File: config.mk
export PLATFORM = sky130hd
export DESIGN_NAME = csa_carry_resolve_adder
export DESIGN_NICKNAME = d
export VERILOG_FILES = /design/src/rtl/csa_carry_resolve_adder.sv
export SDC_FILE = /design/constraint.sdc
export NUM_CORES = 1
export LEC_CHECK = 0
export CAP_MARGIN = 20
export CORE_AREA = 2 2 163 133
export DETAILED_ROUTE_END_ITERATION = 7
export DIE_AREA = 0 0 165 135
export PLACE_DENSITY = 0.74
export SLEW_MARGIN = 15
export SYNTH_ARGS = -nofsm -noshare
export SYNTH_HDL_FRONTEND = slang
export SYNTH_SLANG_ARGS = --single-unit
File: constraint.sdc
create_clock -name clk -period 7.1 [get_ports clk]
set_clock_uncertainty 0.15 [all_clocks]
set_input_delay 0.71 -clock clk [delete_from_list [all_inputs] [get_ports clk]]
set_output_delay 0.71 -clock clk [all_outputs]
set_load 0.02 [all_outputs]
File: src/rtl/csa_carry_resolve_adder.sv
// Resolves the redundant sum/carry vectors from the CSA tree into a binary result, CHUNK bits per cycle.
// Latency: an operation accepted at edge k shows out_valid after edge k+NCHUNK; the tag travels with it.
// Backpressure: DONE holds result/cout/out_tag stable until out_ready; in_ready is high only in IDLE.
//
// Ports:
//   clk, rst_n                  clock, asynchronous active-low reset
//   flush                       synchronous abort of the operation in flight
//   in_valid/in_ready           input handshake for sum_vec, carry_vec, in_tag
//   out_valid/out_ready         output handshake for result, cout, out_tag
//   busy                        high while slices are being resolved
module csa_carry_resolve_adder #(
  parameter int WIDTH = 64,
  parameter int CHUNK = 16,
  parameter int TAG_W = 4
) (
  input  logic             clk,
  input  logic             rst_n,
  input  logic             flush,
  input  logic             in_valid,
  output logic             in_ready,
  input  logic [WIDTH-1:0] sum_vec,
  input  logic [WIDTH-1:0] carry_vec,
  input  logic [TAG_W-1:0] in_tag,
  output logic             out_valid,
  input  logic             out_ready,
  output logic [WIDTH-1:0] result,
  output logic             cout,
  output logic [TAG_W-1:0] out_tag,
  output logic             busy
);

  localparam int NCHUNK = WIDTH / CHUNK;
  localparam int IDX_W  = (NCHUNK > 1) ? $clog2(NCHUNK) : 1;

  generate
    if (WIDTH % CHUNK != 0) begin : g_bad_width
      $error("csa_carry_resolve_adder: WIDTH must be a multiple of CHUNK");
    end
  endgenerate

  typedef enum logic [1:0] {
    S_IDLE,
    S_BUSY,
    S_DONE
  } state_t;

  state_t             r_state;
  state_t             w_next;

  logic [WIDTH-1:0]   r_sum;
  logic [WIDTH-1:0]   r_carry;
  logic [WIDTH-1:0]   r_result;
  logic [TAG_W-1:0]   r_tag;
  logic [IDX_W-1:0]   r_idx;
  logic               r_c;
  logic               r_cout;

  logic               w_accept;
  logic               w_step;
  logic               w_last;
  logic [CHUNK:0]     w_slice;

  // flush beats a pending accept, so a flushed in_valid in IDLE is dropped.
  assign w_accept = (r_state == S_IDLE) && in_valid && !flush;
  assign w_step   = (r_state == S_BUSY) && !flush;
  assign w_last   = (r_idx == IDX_W'(NCHUNK - 1));

  // One slice of the carry-propagate add, with the ripple carry from the previous slice.
  assign w_slice = {1'b0, r_sum[int'(r_idx) * CHUNK +: CHUNK]}
                 + {1'b0, r_carry[int'(r_idx) * CHUNK +: CHUNK]}
                 + {{CHUNK{1'b0}}, r_c};

  always_ff @(posedge clk or negedge rst_n) begin
    if (!rst_n) begin
      r_state <= S_IDLE;
    end else begin
      r_state <= w_next;
    end
  end

  always_comb begin
    w_next = r_state;
    if (flush) begin
      w_next = S_IDLE;
    end else begin
      case (r_state)
        S_IDLE:  if (in_valid)  w_next = S_BUSY;
        S_BUSY:  if (w_last)    w_next = S_DONE;
        S_DONE:  if (out_ready) w_next = S_IDLE;
        default:                w_next = S_IDLE;
      endcase
    end
  end

  always_ff @(posedge clk or negedge rst_n) begin
    if (!rst_n) begin
      r_sum    <= '0;
      r_carry  <= '0;
      r_result <= '0;
      r_tag    <= '0;
      r_idx    <= '0;
      r_c      <= 1'b0;
      r_cout   <= 1'b0;
    end else if (w_accept) begin
      r_sum    <= sum_vec;
      r_carry  <= carry_vec;
      r_tag    <= in_tag;
      r_result <= '0;
      r_idx    <= '0;
      r_c      <= 1'b0;
      r_cout   <= 1'b0;
    end else if (w_step) begin
      r_result[int'(r_idx) * CHUNK +: CHUNK] <= w_slice[CHUNK-1:0];
      r_c   <= w_slice[CHUNK];
      r_idx <= r_idx + 1'b1;
      if (w_last) begin
        r_cout <= w_slice[CHUNK];
      end
    end
  end

  assign in_ready  = (r_state == S_IDLE);
  assign out_valid = (r_state == S_DONE);
  assign busy      = (r_state == S_BUSY);
  assign result    = r_result;
  assign cout      = r_cout;
  assign out_tag   = r_tag;

endmodule

==> results of run 1 <==
[stage by stage]
step	worst slack, ns	power [mW]
floorplan	3.653	2.706
global placement	3.009	3.334
detailed placement	2.880	3.369
CTS	2.846	4.385
global route	2.564	4.638
finish	2.893	4.363
[registers in the layout (all words and copies together), names as in the netlist]
name,count
r_idx,2
r_c,1
cout,1
result,64
r_sum,64
r_carry,64
r_state,2
out_tag,4
[how the worst max path moves through the flow]
stage          startpoint          to  slack, ns  depth (start not counted)
2_1_floorplan    r_idx[1]        cout       3.65                         12
3_3_place_gp     r_idx[0]        cout       3.01                         11
3_5_place_dp     r_idx[0]  result[24]       2.88                         10
4_1_cts          r_idx[0]  result[40]       2.85                         10
5_1_grt          r_idx[0]  result[40]       2.56                         10
6_report         r_idx[0]  result[40]       2.89                         10
[layout make-up]
class	instances	area, µm²
sequential	202	5057
clock buffer	28	571.8
clock inverter	7	42.54
multi-input combinational	666	3889
fill	1724	8428
inverter	10	37.54
tap	269	336.6
timing repair buffer	218	2161
[cell usage after synthesis, drive strengths merged (3+ instances only)]
library cell    n
and2            7
o21ai          39
xnor2           7
a22o           40
nor2           12
dfrtp         202
xor2            5
clkbuf         31
inv            10
buf            17
nor3            3
nand3           4
nor2b           3
a21o            4
mux4           32
ha             21
nand4           6
a21oi          19
nand2         435
[critical path, cell delays in order, from the launching register on]
cell and delay [ns]:
dfrtp_2 0.67, buf_4 0.51, mux4_2 0.59, fa_1 0.43, inv_1 0.09, fa_1 0.19
and2b_1 0.21, o2111ai_2 0.24, a21boi_0 0.18, a311oi_1 0.58, o21ai_0 0.18
[routing by layer]
layer  up-vias  wire (µm)
met2       348      10570
met4         0        525
met1      3480      11160
met5         -          0
met3        36       2141
li1       3479          -
[power groups by stage]
stage / sequential [mW] / combinational, mW / clock [mW]
detailed placement: 1.57 / 1.80 / 0
finish: 1.55 / 1.81 / 0.999
global placement: 1.57 / 1.77 / 0
floorplan: 1.55 / 1.16 / 0
CTS: 1.56 / 1.81 / 1.02
global route: 1.59 / 1.98 / 1.07
[cell usage in the layout (no fill, tap or decap), types with 3 or more instances in the layout]
master / count
a21o_1: 4
a21oi_1: 19
a22o_1: 40
and2_1: 4
buf_4: 9
clkbuf_1: 5
clkbuf_16: 21
clkbuf_8: 3
clkdlybuf4s50_1: 207
clkinv_2: 5
dfrtp_1: 200
ha_1: 21
inv_1: 10
mux4_2: 32
nand2_1: 434
nand3_1: 4
nand4_1: 6
nor2_1: 11
nor2b_1: 3
nor3_1: 3
o21ai_0: 35
o21ai_1: 4
xnor2_1: 7
xor2_1: 4
[kinds of logic (layout without fill, tap and decap cells)]
logic type,Yosys count,in the layout,synth area share
simple gates,480,480,0.2084
fa+ha+maj,23,23,0.03302
mux,32,32,0.07859
buf+inv,58,263,0.02579
compound gates,119,119,0.09074
xor+xnor,12,12,0.01228
flops,202,202,0.5512
==> results.yml, run 1 <==
yosys:
  synth_top_flop_cell: "dfrtp_1"
  synth.area.top_cells: "dfrtp_1, nand2_1, mux4_2, a22o_1, ha_1"
  ys_async_sr_fraction: 1.000
  ys_types: 48
  syn-cell-area_um2: 9170
  ys_seq_area_frac: 0.5512
  ys_seq_elements: 202
  synth_top_area_share: 0.5512
  ys_warn_count: 0
  synthCells: 926
  syn-num-nets: 1086
  synth.largest_area_cell: "dfrtp_1"
  synth_enable_flop_cells: 0
  avgSynthCellArea_um2: 9.903
cts:
  clock_latency_ns: 0.50
  htreeDepth: 1
  holdBufCountCts: 0
  clock_path_buffers: 3
  post_cts_buffers: 0
  cts_tree: "yes"
  numCtsBuffers: 21
  cts_resized: 0
  clk_pin_slew_ns: 0.06
  clock-sinks: 202
  cts_root_buf: "clkbuf_16"
floorplan:
  die_y_um: 135
  coreArea_um2: 20520
  dieArea_um2: 22280
  start_util: 0.4468
  num_io_pins: 209
  rows: 47
  die_x_um: 165
setup_path:
  r2r_start: "r_idx[0]"
  arrival_ns: 4.41
  reg2reg_slack_ns: 2.89
  r2r_cells: 10
  startpoint_type: "flip-flop"
  crit_required_ns: 7.30
  rr_endpoint: "result[40]"
  critical_path_class: "flip-flop to flip-flop"
  crit_path_end_kind: "flip-flop"
  worst-path-max-fanout: 26
route:
  dr.pass1.iters: 5
  vias: 7343
  drc: 0
  viasPerCell: 5.245
  drt_wl_total_mm: 24.39
  antenna_left: 0
  wl_per_cell_um: 17.42
  first_iter_violations: 714
cells_and_area:
  antennaDiodeCount: 0
  design_area_um2: 12100
  post-route-util: 0.5893
  layout-drive-gt1-share: 0.07515
  area.growth.synth_to_final_pct: 31.90
  final_cells: 1400
  nets: 1279
power_and_ir_drop:
  power_switching_mw: 1.678
  pwr-share-seq: 0.356
  p_sw_frac: 0.3846
  p_leak_nw: 5.789
  p_int_mw: 2.685
  comb_power_share: 0.415
  ir_drop_mv: 0.2406
  power.density_nw_per_um2: 360.7
  power_frac_clock: 0.229
grt:
  grtUsageTotal: 0.2254
  use_met3: 0.04208
  grt_pass1_wl_mm: 38.92
  first_global_vias: 7089
  met1_usage: 0.3495
  gr-usage-met2: 0.3287
  grt_antenna_before_repair: 0
  grt_max_degree: 108
  busiest_layer: "met1"
  overflow: 0
sta:
  min_period_over_period: 0.5925
  fin_setup_tns_ns: 0
  finalHoldViolCount: 0
  drv_slew: 0
  hold_ws_ns: 0.08166
  final-setup-viol-count: 0
  worstMarginPinSlew_ns: 1.084
  slew_headroom: 0.2771
  timing.fmax_mhz: 237.7
  fin_crit_ns: 4.207
  rsz0062_at_grt: "false"
placement:
  dp_hpwl_mm: 17.63
  port-buffer-count: 208
  place_congestion: 0.9204
  numPlacedInstances: 1364
  dpl_cell_area_um2: 11470
run_status:
  outcome: "complete, no violations"
min_path:
  hold_path.class: "input pin to asynchronous set/reset pin"
flow_run:
  maxCapViolations: 0
(Power assumes the default switching activity.)
==> inputs of run 2 (changes only) <==
--- a/config.mk
+++ b/config.mk
@@ -9,7 +9,7 @@
 export CORE_AREA = 2 2 163 133
 export DETAILED_ROUTE_END_ITERATION = 7
 export DIE_AREA = 0 0 165 135
-export PLACE_DENSITY = 0.74
+export PLACE_DENSITY = 0.77
 export SLEW_MARGIN = 15
 export SYNTH_ARGS = -nofsm -noshare
 export SYNTH_HDL_FRONTEND = slang
==> constraint.sdc (replaced) <==
create_clock -name clk -period 3.8 [get_ports clk]
set_clock_uncertainty 0.15 [all_clocks]
set_input_delay 0.38 -clock clk [delete_from_list [all_inputs] [get_ports clk]]
set_output_delay 0.38 -clock clk [all_outputs]
set_load 0.02 [all_outputs]
==> results.yml, run 2 (synthesized netlist as in run 1, its figures left out) <==
run_status:
  outcome: "complete, no violations"
cells_and_area:
  layout_commonest_cell: "nand2_1"
  nFillCells: 1706
  area.growth.synth_to_final_pct: 33.57
  final_cell_mix: "nand2_1, clkdlybuf4s50_1, dfrtp_1"
  regArea_um2: 5057
  antennaDiodeCount: 0
  final_cells: 1409
  post-route-util: 0.5968
  multi_input_area_um2: 3889
  nets: 1287
  layout-drive-gt1-share: 0.08158
route:
  antenna_left: 0
  drt_wl_total_mm: 25.25
  first_iter_violations: 544
  vias: 7439
  drc: 0
  wl_per_cell_um: 17.92
  dr.pass1.iters: 5
  viasPerCell: 5.280
min_path:
  min_path_cells: 3
  holdPathEnd: "r_carry[1]"
  hold_path.class: "input pin to flip-flop"
  min-delay-start: "carry_vec[1]"
cts:
  holdBufCountCts: 1
  cts_tree: "yes"
  clock-sinks: 202
  cts_root_buf: "clkbuf_16"
  clock_latency_ns: 0.49
  numCtsBuffers: 21
  post_cts_buffers: 0
  clock_path_buffers: 3
  cts_resized: 0
  clk_pin_slew_ns: 0.06
  htreeDepth: 1
setup_path:
  worst-path-max-fanout: 21
  startpoint_type: "flip-flop"
  critical_path_class: "flip-flop to flip-flop"
  rr_endpoint: "result[7]"
  arrival_ns: 3.79
  crit_required_ns: 4.08
  reg2reg_slack_ns: 0.29
  r2r_start: "r_idx[0]"
  crit_path_end_kind: "flip-flop"
  r2r_cells: 9
power_and_ir_drop:
  p_leak_nw: 5.863
  ir_drop_mv: 0.3690
  power.density_nw_per_um2: 687.6
sta:
  drv_slew: 0
  finalHoldViolCount: 0
  final-setup-viol-count: 0
  timing.fmax_mhz: 284.6
  worstMarginPinSlew_ns: 0.6970
  hold_ws_ns: 0.2621
  min_period_over_period: 0.9248
  rsz0062_at_grt: "false"
  layout_setup_ws_ns: 0.2858
  fin_crit_ns: 3.514
  slew_headroom: 0.5320
  fin_setup_tns_ns: 0
floorplan:
  rows: 47
  dieArea_um2: 22280
  num_io_pins: 209
  die_x_um: 165
  start_util: 0.4468
  die_y_um: 135
  coreArea_um2: 20520
grt:
  first_global_vias: 7583
  grt_max_degree: 83
  grtUsageTotal: 0.2353
  grt_antenna_before_repair: 0
  overflow: 0
  grt_pass1_wl_mm: 40.54
placement:
  place_congestion: 0.9062
  dp_hpwl_mm: 18.59
  numPlacedInstances: 1372
  pre_cts_ws_ns: 0.4021
  port-buffer-count: 208
flow_run:
  maxCapViolations: 0
==> run 2: final cells by class <==
class | instances | share of cell area
multi-input combinational | 666 | 0.3175
clock inverter | 6 | 0.004495
sequential | 202 | 0.4129
clock buffer | 30 | 0.04893
timing repair buffer | 226 | 0.1856
inverter | 10 | 0.003065
tap | 269 | 0.02748
==> run 2: critical path, cell delays in order (launching register included) <==
cell	delay (ns)
dfrtp_2	0.43
buf_4	0.35
mux4_2	0.61
ha_1	0.40
o211ai_1	0.13
o21ai_0	0.45
nand3_1	0.13
nand2_1	0.10
xor2_1	0.44
a22o_1	0.24
==> run 2: worst max-delay path by stage <==
stage | start | endpoint | cells past startpoint
after global placement | r_idx[0] | result[7] | 9
after detailed placement | r_idx[0] | result[7] | 9
after floorplan | r_idx[1] | cout | 12
after global routing | r_idx[0] | result[7] | 9
after CTS | r_idx[0] | result[7] | 9
final | r_idx[0] | result[7] | 9
==> run 2: report_power, final <==
part	switching, mW	internal [mW]
registers	0.297	2.57
logic	2.12	1.45
clock network	0.826	1.16
==> run 2: per-stage QoR <==
step / total power [mW] / area, µm²
floorplan: 5.055 / 9170
global placement: 6.357 / 11580
detailed placement: 6.421 / 11580
CTS: 8.438 / 12250
global route: 8.922 / 12250
finish: 8.422 / 12250
==> run 2: routing by layer <==
metal	GRT usage	share of wire
met1	0.3333	0.44
met2	0.3755	0.46
met3	0.04883	0.078
met4	0.05507	0.023
met5	0	0
==> inputs of run 3 (changes only) <==
--- a/config.mk
+++ b/config.mk
@@ -9,7 +9,7 @@
 export CORE_AREA = 2 2 163 133
 export DETAILED_ROUTE_END_ITERATION = 7
 export DIE_AREA = 0 0 165 135
-export PLACE_DENSITY = 0.77
+export PLACE_DENSITY = 0.75
 export SLEW_MARGIN = 15
 export SYNTH_ARGS = -nofsm -noshare
 export SYNTH_HDL_FRONTEND = slang
==> results.yml, run 3 (synthesized netlist as in run 1, its figures left out) <==
cells_and_area:
  final_cell_mix: "nand2_1, clkdlybuf4s50_1, dfrtp_1"
  design_area_um2: 12320
  final_cells: 1413
  nFillCells: 1703
  antennaDiodeCount: 0
  post-route-util: 0.6001
  area.growth.synth_to_final_pct: 34.30
  layout_commonest_cell: "nand2_1"
  layout-drive-gt1-share: 0.08654
  nets: 1289
sta:
  timing.fmax_mhz: 285.8
  finalHoldViolCount: 0
  worstMarginPinSlew_ns: 0.9348
  fin_setup_tns_ns: 0
  fin_crit_ns: 3.499
  min_period_over_period: 0.9208
  slew_headroom: 0.3768
  rsz0062_at_grt: "false"
  final-setup-viol-count: 0
  layout_setup_ws_ns: 0.3009
  drv_slew: 0
run_status:
  outcome: "complete, no violations"
route:
  wl_per_cell_um: 17.25
  drt_wl_total_mm: 24.38
  antenna_left: 0
  viasPerCell: 5.231
  drc: 0
  first_iter_violations: 649
  vias: 7391
  dr.pass1.iters: 5
power_and_ir_drop:
  power.density_nw_per_um2: 684.6
  ir_drop_mv: 0.3295
  p_leak_nw: 5.899
cts:
  clock-sinks: 202
  clock_latency_ns: 0.50
  cts_tree: "yes"
  clock_path_buffers: 3
  post_cts_buffers: 0
  clk_pin_slew_ns: 0.06
  numCtsBuffers: 22
  htreeDepth: 1
  cts_root_buf: "clkbuf_16"
grt:
  use_met3: 0.03870
  grtUsageTotal: 0.2260
  first_global_vias: 7262
  grt_antenna_before_repair: 0
  grt_pass1_wl_mm: 39.34
  gr-usage-met2: 0.3454
  overflow: 0
  met1_usage: 0.3401
  busiest_layer: "met2"
  grt_max_degree: 120
floorplan:
  coreArea_um2: 20520
  die_x_um: 165
  num_io_pins: 209
  die_y_um: 135
  dieArea_um2: 22280
  start_util: 0.4468
  rows: 47
placement:
  dpl_cell_area_um2: 11590
  port-buffer-count: 208
  numPlacedInstances: 1373
  dp_hpwl_mm: 17.96
  place_congestion: 0.8929
  pre_cts_ws_ns: 0.3208
min_path:
  hold_path.class: "input pin to flip-flop"
setup_path:
  startpoint_type: "flip-flop"
  worst-path-max-fanout: 22
  arrival_ns: 3.71
  crit_required_ns: 4.01
  crit_path_end_kind: "flip-flop"
  critical_path_class: "flip-flop to flip-flop"
flow_run:
  maxCapViolations: 0
==> run 3: path summary, 6_finish.rpt <==
kind | from | endpoint | slack [ns] | cells past startpoint
worst max-delay path | r_idx[0] | result[15] | 0.30 | 10
worst min-delay path | sum_vec[40] | r_sum[40] | 0.25 | 3
worst max register to register | r_idx[0] | result[15] | 0.30 | 10
worst min register to register | r_sum[51] | r_sum[51] | 0.32 | 2
max in group asynchronous | rst_n | r_carry[4] | 2.12 | 3
min in group asynchronous | rst_n | result[16] | 0.42 | 2
==> run 3: report_power, final <==
| part | internal, mW | leakage (nW) | switching (mW) |
|---|---|---|---|
| Clock | 1.22 | 0.355 | 0.846 |
| Sequential | 2.57 | 2.61 | 0.299 |
| Combinational | 1.45 | 2.94 | 2.04 |
| Total | 5.24 | 5.90 | 3.19 |
==> run 3: final cells by class <==
cell class,instances,area (µm²),share of cell area
Inverter,10,37.54,0.003048
Sequential cell,202,5057,0.4106
Clock buffer,32,669.4,0.05435
Clock inverter,7,45.04,0.003657
Timing Repair Buffer,227,2281,0.1852
Multi-Input combinational cell,666,3889,0.3158
Tap cell,269,336.6,0.02733
==> run 3: stage by stage <==
stage	hold slack, ns	total power, mW
floorplan	-0.06559	5.055
global placement	0.3044	6.290
detailed placement	0.3075	6.353
CTS	0.2374	8.447
global route	0.2516	8.931
finish	0.2514	8.431
==> run 3: critical path: stages (launching register included) <==
cell and delay, ns:
dfrtp_2 0.57, buf_12 0.27, buf_4 0.20, mux4_2 0.50, ha_1 0.41, a21oi_1 0.33
o21ai_0 0.17, nor3_1 0.20, a21oi_1 0.10, xnor2_1 0.30, o21ai_0 0.16
==> run 3: what timing repair did <==
action / 4_1_cts / 5_1_grt
resized for setup: 0 / 0
hold endpoints to repair: 116 / 0
hold buffers: 1 / 0
==> run 3: layer usage <==
metal  wire length, µm  vias to the layer above
met5                 0                        -
met4               474                        0
met3              1741                       35
met2             10910                      304
met1             11250                     3545
li1                  -                     3507
